## src/rtl/s2mb_pkg.sv

```systemverilog
// Shared FSM state type and mailbox layout constants for the s2 mailbox reader.
package s2mb_pkg;

  typedef enum logic [3:0] {
    S_IDLE,
    S_RD_SEQ,
    S_WAIT_SEQ,
    S_RD_PAT,
    S_WAIT_PAT,
    S_RD_PER,
    S_WAIT_PER,
    S_APPLY,
    S_WR_ACK
  } s2mb_state_e;

  localparam logic [1:0] MB_SEQ = 2'd0;
  localparam logic [1:0] MB_PAT = 2'd1;
  localparam logic [1:0] MB_PER = 2'd2;
  localparam logic [1:0] MB_ACK = 2'd3;

  localparam logic [3:0] BE_ALL = 4'hF;

  // SEQ of zero means "mailbox never written"; a repeat of the last SEQ means "nothing new".
  function automatic logic seq_is_new(input logic [31:0] seq, input logic [31:0] last_seq);
    return (seq != 32'h0) && (seq != last_seq);
  endfunction

endpackage

```

## src/rtl/s2mb_blinker.sv

```systemverilog
// Blink time base: divides clk by TICK_CYCLES and toggles a phase every `period` ticks.
// Only instantiated when S2MB_BLINK_EN is defined.
module s2mb_blinker #(
  parameter int TICK_CYCLES = 50000
) (
  input  logic        clk,
  input  logic        reset,
  input  logic        restart,
  input  logic [15:0] period,
  output logic        led_on
);

  localparam int                TICK_W    = (TICK_CYCLES > 1) ? $clog2(TICK_CYCLES) : 1;
  localparam logic [TICK_W-1:0] TICK_LAST = TICK_W'(TICK_CYCLES - 1);

  logic [TICK_W-1:0] tick_cnt;
  logic [15:0]       period_q;
  logic [15:0]       phase_cnt;
  logic              phase_on;

  always_ff @(posedge clk) begin
    if (reset) begin
      tick_cnt  <= '0;
      period_q  <= '0;
      phase_cnt <= '0;
      phase_on  <= 1'b0;
    end else if (restart) begin
      period_q  <= period;
      tick_cnt  <= TICK_LAST;
      phase_cnt <= period - 16'd1;
      phase_on  <= 1'b1;
    end else if (tick_cnt == '0) begin
      tick_cnt <= TICK_LAST;
      if (phase_cnt == '0) begin
        phase_cnt <= period_q - 16'd1;
        phase_on  <= ~phase_on;
      end else begin
        phase_cnt <= phase_cnt - 16'd1;
      end
    end else begin
      tick_cnt <= tick_cnt - TICK_W'(1);
    end
  end

  // A zero period means steady on; the phase keeps running but is ignored.
  assign led_on = (period_q == '0) || phase_on;

endmodule

```

## src/rtl/s2_mailbox_reader.sv

```systemverilog
// Polls the HPS command mailbox on the on-chip RAM s2 port, applies commands to the LEDs and acks them.
// Optional blinking of the LED pattern is enabled with the S2MB_BLINK_EN macro.
//
//  state      | meaning
//  S_IDLE     | poll timer running, no bus activity
//  S_RD_SEQ   | read strobe for mailbox SEQ word
//  S_WAIT_SEQ | wait for SEQ data; drop back to IDLE if nothing new
//  S_RD_PAT   | read strobe for PATTERN word
//  S_WAIT_PAT | wait for PATTERN data
//  S_RD_PER   | read strobe for PERIOD word
//  S_WAIT_PER | wait for PERIOD data
//  S_APPLY    | commit pattern/period, record SEQ, bump cmd_count
//  S_WR_ACK   | write strobe of SEQ into the ACK word
module s2_mailbox_reader
  import s2mb_pkg::*;
#(
  parameter int                ADDR_W       = 13,
  parameter logic [ADDR_W-1:0] BASE_ADDR    = '0,
  parameter int                READ_LATENCY = 1,
  parameter int                POLL_CYCLES  = 50000,
  parameter int                TICK_CYCLES  = 50000
) (
  input  logic              clk,
  input  logic              reset,
  output logic [ADDR_W-1:0] s2_address,
  output logic              s2_chipselect,
  output logic              s2_write,
  output logic [31:0]       s2_writedata,
  output logic [3:0]        s2_byteenable,
  output logic              s2_clken,
  input  logic [31:0]       s2_readdata,
  output logic [7:0]        led_out,
  output logic [15:0]       cmd_count,
  output logic              busy
);

  if (READ_LATENCY < 1 || READ_LATENCY > 2 || POLL_CYCLES < 1 || TICK_CYCLES < 1) begin : g_param_check
    $error("s2_mailbox_reader: illegal parameter value");
  end

  localparam int                POLL_W    = (POLL_CYCLES > 1) ? $clog2(POLL_CYCLES) : 1;
  localparam logic [POLL_W-1:0] POLL_LAST = POLL_W'(POLL_CYCLES - 1);

  localparam logic [ADDR_W-1:0] ADDR_SEQ = BASE_ADDR + ADDR_W'(MB_SEQ);
  localparam logic [ADDR_W-1:0] ADDR_PAT = BASE_ADDR + ADDR_W'(MB_PAT);
  localparam logic [ADDR_W-1:0] ADDR_PER = BASE_ADDR + ADDR_W'(MB_PER);
  localparam logic [ADDR_W-1:0] ADDR_ACK = BASE_ADDR + ADDR_W'(MB_ACK);

  s2mb_state_e       state;
  logic [POLL_W-1:0] poll_cnt;
  logic              wait_cnt;
  logic              wait_last;
  logic [31:0]       last_seq;
  logic [31:0]       seq_pend;
  logic [7:0]        pat_pend;
  logic [7:0]        pat_q;
`ifdef S2MB_BLINK_EN
  logic [15:0]       per_pend;
`endif

  // readdata is only trusted on the final wait cycle of each read.
  assign wait_last = (wait_cnt == 1'(READ_LATENCY - 1));

  always_ff @(posedge clk) begin
    if (reset) begin
      state         <= S_IDLE;
      poll_cnt      <= '0;
      wait_cnt      <= 1'b0;
      s2_address    <= '0;
      s2_chipselect <= 1'b0;
      s2_write      <= 1'b0;
      s2_writedata  <= '0;
      last_seq      <= '0;
      seq_pend      <= '0;
      pat_pend      <= '0;
      pat_q         <= '0;
      cmd_count     <= '0;
`ifdef S2MB_BLINK_EN
      per_pend      <= '0;
`endif
    end else begin
      s2_chipselect <= 1'b0;
      s2_write      <= 1'b0;
      case (state)
        S_IDLE: begin
          if (poll_cnt == POLL_LAST) begin
            poll_cnt      <= '0;
            state         <= S_RD_SEQ;
            s2_chipselect <= 1'b1;
            s2_address    <= ADDR_SEQ;
          end else begin
            poll_cnt <= poll_cnt + POLL_W'(1);
          end
        end
        S_RD_SEQ: begin
          wait_cnt <= 1'b0;
          state    <= S_WAIT_SEQ;
        end
        S_WAIT_SEQ: begin
          if (!wait_last) begin
            wait_cnt <= 1'b1;
          end else if (seq_is_new(s2_readdata, last_seq)) begin
            seq_pend      <= s2_readdata;
            state         <= S_RD_PAT;
            s2_chipselect <= 1'b1;
            s2_address    <= ADDR_PAT;
          end else begin
            poll_cnt <= '0;
            state    <= S_IDLE;
          end
        end
        S_RD_PAT: begin
          wait_cnt <= 1'b0;
          state    <= S_WAIT_PAT;
        end
        S_WAIT_PAT: begin
          if (!wait_last) begin
            wait_cnt <= 1'b1;
          end else begin
            pat_pend      <= s2_readdata[7:0];
            state         <= S_RD_PER;
            s2_chipselect <= 1'b1;
            s2_address    <= ADDR_PER;
          end
        end
        S_RD_PER: begin
          wait_cnt <= 1'b0;
          state    <= S_WAIT_PER;
        end
        S_WAIT_PER: begin
          if (!wait_last) begin
            wait_cnt <= 1'b1;
          end else begin
`ifdef S2MB_BLINK_EN
            per_pend <= s2_readdata[15:0];
`endif
            state <= S_APPLY;
          end
        end
        S_APPLY: begin
          pat_q         <= pat_pend;
          last_seq      <= seq_pend;
          cmd_count     <= cmd_count + 16'd1;
          state         <= S_WR_ACK;
          s2_chipselect <= 1'b1;
          s2_write      <= 1'b1;
          s2_address    <= ADDR_ACK;
          s2_writedata  <= seq_pend;
        end
        S_WR_ACK: begin
          poll_cnt <= '0;
          state    <= S_IDLE;
        end
        default: begin
          poll_cnt <= '0;
          state    <= S_IDLE;
        end
      endcase
    end
  end

`ifdef S2MB_BLINK_EN
  logic blink_on;

  // Period is handed over at APPLY so the blink phase restarts with the LEDs on.
  s2mb_blinker #(
    .TICK_CYCLES(TICK_CYCLES)
  ) u_blinker (
    .clk    (clk),
    .reset  (reset),
    .restart(state == S_APPLY),
    .period (per_pend),
    .led_on (blink_on)
  );

  assign led_out = blink_on ? pat_q : 8'h00;
`else
  assign led_out = pat_q;
`endif

  assign busy          = (state != S_IDLE);
  assign s2_byteenable = BE_ALL;
  assign s2_clken      = 1'b1;

endmodule
```

## config.mk

```make
export PLATFORM = sky130hd
export DESIGN_NAME = s2_mailbox_reader
export DESIGN_NICKNAME = d
export VERILOG_FILES = /design/src/rtl/s2mb_pkg.sv /design/src/rtl/s2mb_blinker.sv /design/src/rtl/s2_mailbox_reader.sv
export SDC_FILE = /design/constraint.sdc
export NUM_CORES = 1
export LEC_CHECK = 0
export CAP_MARGIN = 0
export CORE_MARGIN = 2
export CORE_UTILIZATION = 47
export DETAILED_ROUTE_END_ITERATION = 7
export GPL_ROUTABILITY_DRIVEN = 0
export PLACE_DENSITY = 0.74
export SLEW_MARGIN = 20
export SYNTH_ARGS = -nofsm -noshare
export SYNTH_HDL_FRONTEND = slang
export SYNTH_HIERARCHICAL = 1
export SYNTH_SLANG_ARGS = --single-unit
```

## constraint.sdc

```tcl
create_clock -name clk -period 1.9 [get_ports clk]
set_clock_uncertainty 0.2 [all_clocks]
set_input_delay 0.19 -clock clk [delete_from_list [all_inputs] [get_ports clk]]
set_output_delay 0.19 -clock clk [all_outputs]
set_load 0.01 [all_outputs]
```

==> results.md <==
- The run finished, with violations left.
- The final reports fail on DRC, setup timing.
- At the worst endpoint, the arrival time is between 2 and 2.5 ns.
- For this run, asynchronously set or reset flops after synthesis account for 0%.
- The worst-case IR drop observed on VDD is 413 uV.
- Internal power comes to 0.00473 W.
- The top-level I/O count is 111.
- The overall global routing resource usage is a little over a quarter.
- Dividing the detail-routed wire length by the instance count gives ~17 um.
- Summed over all layers, the routed wires come to about 17000 um.
- The H-tree depth reported by CTS is 4.
- The first global-routing pass estimated 26900 um of wire.
- The synthesized instance count is ~670.
- The number of detailed-route iterations in the first pass is 8.
- The portion of total power attributed to the clock network is between 50% and 60%.
- Entering global routing, the biggest net connects 49 pins.
- The total clock buffers created by CTS is 17.
- The type of the setup path with the least slack is in -> reg.
- The root buffer cell is sky130_fd_sc_hd__clkbuf_16.
- The number of clock sinks is 121.
- The floorplan step defined a die boundary enclosing approximately 13000 um2.
- The detail route stage leaves a number of antenna-violating nets equal to 0.
- The worst setup path is captured at a flip-flop.
- The area of placed instances is approximately 7300 um2.
- The worst slew margin relative to its limit is a little under two thirds.
- The initial antenna violation count is 0.
- The number of enable flip-flop cells after synthesis is 0.
- The peak clock frequency supported by timing is ~480 MHz.
- Setup violations remaining at the end of the flow were counted as 52.
- The part of the power in registers is a little over two fifths.
- The cell area after synthesis is 5610 um2.
- Per report_power, the combinational group accounts for 5.1% of the total.
- The net switching power is 0.00131 W.
- The detail-routed via count per cell is roughly 5.6.
- Yosys printed 6 warnings.
- The count of routing violations after the opening detailed-route iteration is between 400 and 500.
- In the routed design, unresolved DRC markers number 7.
- Of the total power, the share spent switching nets is a little over a fifth.
- In this run the worst path has a maximum fanout of 12.
- The quantity of I/O buffers inserted on ports is 94.
- The max-slew violation count is 0.
- Global routing finished with a remaining overflow of 0.
- The initial standard-cell utilization of the core is between 40% and 50%.
- The final cycle utilization of the critical path is 111%.
- Setup slack on the critical path of the routed design comes to -0.203 ns.
- The clock-pin slew of the registers on the worst-case setup and hold paths is about 0.050 ns.
- The finished cells cover 8190 um2.
- The total number of vias is ~5600.
- The via count of the first global-routing pass is between 5000 and 6000.
- Power spread over the standard cell area amounts to 736 nW/um2.
- Counting distinct cell types in the post-synthesis netlist gives 51.
- The number of placed cells counting well taps is 967.
- At the pin with the least slew margin, the transition time is 0.545 ns.
- The static leakage is roughly 3.2 nW.
- In this run the core area contains 39 standard-cell rows.
- After legalization and detailed placement, the total HPWL measured about 11000 um.
- The final layout contains between 800 and 900 nets.
- The register area share after synthesis is between 40% and 50%.
- STA classifies the critical path startpoint as a primary input.
- In this run the mean area of a mapped cell was approximately 8.4 um2.
- In this run, synthesis produced a sequential element count of 121.
- The pre-CTS worst setup slack is -0.700 ns.
- The CTS tree is done.
- The number of hold violations in the final report is 0.
- The post-layout instance count excluding filler cells is slightly above 1000.
- In this run the vertical extent of the chip is 113 um.
- Relative to the synthesized area, the layout overhead comes to 46.2%.
- The class of the tightest hold or removal check is in -> reg.
- The clock latency on the worst-skew pair is between 0.4 and 0.5 ns.
- The post-route minimum period is ~2.1 ns.
- The floorplan step defined a core boundary enclosing roughly 12000 um2.
- In the final timing run, aggregate negative setup slack is -6.88 ns.
- At the worst endpoint, the required time is 2.00 ns.
- Across the run, the number of max-cap violations was 0.
- Setup repair after global routing could not meet its margin everywhere.
- The most used flip-flop cell after synthesis is sky130_fd_sc_hd__dfxtp_1.
- The ratio of cells with drive above 1 in the final layout is a little over a fifth.
- The count of antenna diodes in the layout is 0.
- The buffer levels on the longest clock path is 2.
- Measured along the x axis, the die boundary spans 113 um.
## per-layer routing
metal  global-route usage, %  wire (um)  part of all wire (%)  up-vias
li1                        -          -                     -     2644
met1                    32.7       7050                    42     2702
met2                    43.8       8360                    49      237
met3                    5.36       1070                   6.3       44
met4                    12.0        506                   3.0        0
met5                       0          0                     0        -
## power groups by stage
stage	sequential [W]	combinational, W	clock (W)
floorplan	0.00260	0.000133	0
global placement	0.00260	0.000287	0
detailed placement	0.00260	0.000291	0
CTS	0.00255	0.000303	0.00320
global route	0.00255	0.000325	0.00333
finish	0.00255	0.000307	0.00318
## synthesized netlist by cell type (2+ instances only)
library cell	number	share of area, %
sky130_fd_sc_hd__or3_1	3	0.33
sky130_fd_sc_hd__a221oi_1	3	0.47
sky130_fd_sc_hd__nor3_1	7	0.62
sky130_fd_sc_hd__a311oi_1	7	1.1
sky130_fd_sc_hd__conb_1	2	0.13
sky130_fd_sc_hd__nor4_2	2	0.45
sky130_fd_sc_hd__buf_6	5	1.0
sky130_fd_sc_hd__ha_1	2	0.45
sky130_fd_sc_hd__a31oi_1	4	0.45
sky130_fd_sc_hd__nand2_1	170	11
sky130_fd_sc_hd__nand4_1	9	1.0
sky130_fd_sc_hd__xor2_1	36	5.6
sky130_fd_sc_hd__dfxtp_1	121	43
sky130_fd_sc_hd__and4_1	5	0.78
sky130_fd_sc_hd__nor2b_1	3	0.33
sky130_fd_sc_hd__o21ai_0	7	0.62
sky130_fd_sc_hd__nor2_1	39	2.6
sky130_fd_sc_hd__a21oi_1	58	5.2
sky130_fd_sc_hd__a211oi_1	10	1.3
sky130_fd_sc_hd__o21a_1	2	0.27
sky130_fd_sc_hd__nor4_1	18	2.0
sky130_fd_sc_hd__and3_1	4	0.45
sky130_fd_sc_hd__and4b_1	2	0.36
sky130_fd_sc_hd__clkbuf_1	26	1.7
sky130_fd_sc_hd__nor3b_1	2	0.27
sky130_fd_sc_hd__nand3_1	13	1.2
sky130_fd_sc_hd__inv_1	8	0.54
sky130_fd_sc_hd__xnor2_1	13	2.0
sky130_fd_sc_hd__mux2i_1	40	7.1
sky130_fd_sc_hd__o311a_1	3	0.54
sky130_fd_sc_hd__buf_2	6	0.54
sky130_fd_sc_hd__buf_4	18	2.4
## registers in the layout (all words and copies together), names as in the netlist, 2 cells and up
name and count:
cmd_count 16, last_seq 32, led_out 8, pat_pend 8, poll_cnt 16, s2_address 2, seq_pend 32, state 4
## per-stage QoR
step,power [W],hold WS [ns],utilization [%]
after floorplan,0.00274,0.132,-
after global placement,0.00289,0.237,63.7
after detailed placement,0.00289,0.246,63.7
after CTS,0.00605,0.0471,70.4
after global routing,0.00620,0.0645,71.2
final,0.00603,0.0529,71.2
## cells in the final DEF, fill, tap and decap left out, drive strengths merged, types with 10 or more instances in the layout
cell type | netlist | final
mux2i | 40 | 40
nor2 | 40 | 40
nand2 | 170 | 170
dfxtp | 121 | 121
buf | 29 | 119
clkbuf | 26 | 23
nor4 | 21 | 21
conb | 2 | 16
nand3 | 13 | 13
a211oi | 10 | 10
nand4 | 10 | 10
clkdlybuf4s50 | 0 | 88
a21oi | 58 | 58
xnor2 | 13 | 13
xor2 | 36 | 36
## critical path, cell delays in order
cell                              delay (ns)
sky130_fd_sc_hd__clkdlybuf4s50_1        0.47
sky130_fd_sc_hd__buf_4                  0.18
sky130_fd_sc_hd__nor4_1                 0.27
sky130_fd_sc_hd__nand4_1                0.15
sky130_fd_sc_hd__or2_1                  0.31
sky130_fd_sc_hd__o211a_1                0.19
sky130_fd_sc_hd__bufbuf_16              0.31
sky130_fd_sc_hd__mux2i_1                0.12
## layout make-up
class / instances / area, um2
Fill cell: 845 / 3320
Clock inverter: 8 / 93.8
Timing Repair Buffer: 213 / 1950
Inverter: 9 / 33.8
Sequential cell: 121 / 2430
Clock buffer: 23 / 488
Tap cell: 143 / 179
Multi-Input combinational cell: 496 / 3010
## cells by family after synthesis
family	synth area share, %
other	0.134
XOR/XNOR	7.66
buffers and inverters	6.29
AO/OA/AOI/OAI	11.7
flip-flops	43.2
multiplexers	7.14
AND/OR/NAND/NOR	23.5
adder cells (fa/ha/maj)	0.446
## timing repair
item / 4_1_cts / 5_1_grt
buffers inserted: 8 / 6
endpoints found under the setup margin: 74 / 85
hold endpoints to repair: 1 / 0
hold buffers: 1 / 0
pin swaps: 15 / 6
gates cloned: 1 / 0
resized for setup: 29 / 13
## final timing paths
kind                   start           end  slack (ns)  cells past startpoint
min          s2_readdata[31]  seq_pend[31]        0.05                      3
min reg2reg       led_out[0]    led_out[0]        0.25                      2
max reg2reg     last_seq[25]   poll_cnt[2]       -0.20                      8
max           s2_readdata[2]  seq_pend[24]       -0.20                      8
(Power assumes the default switching activity.)
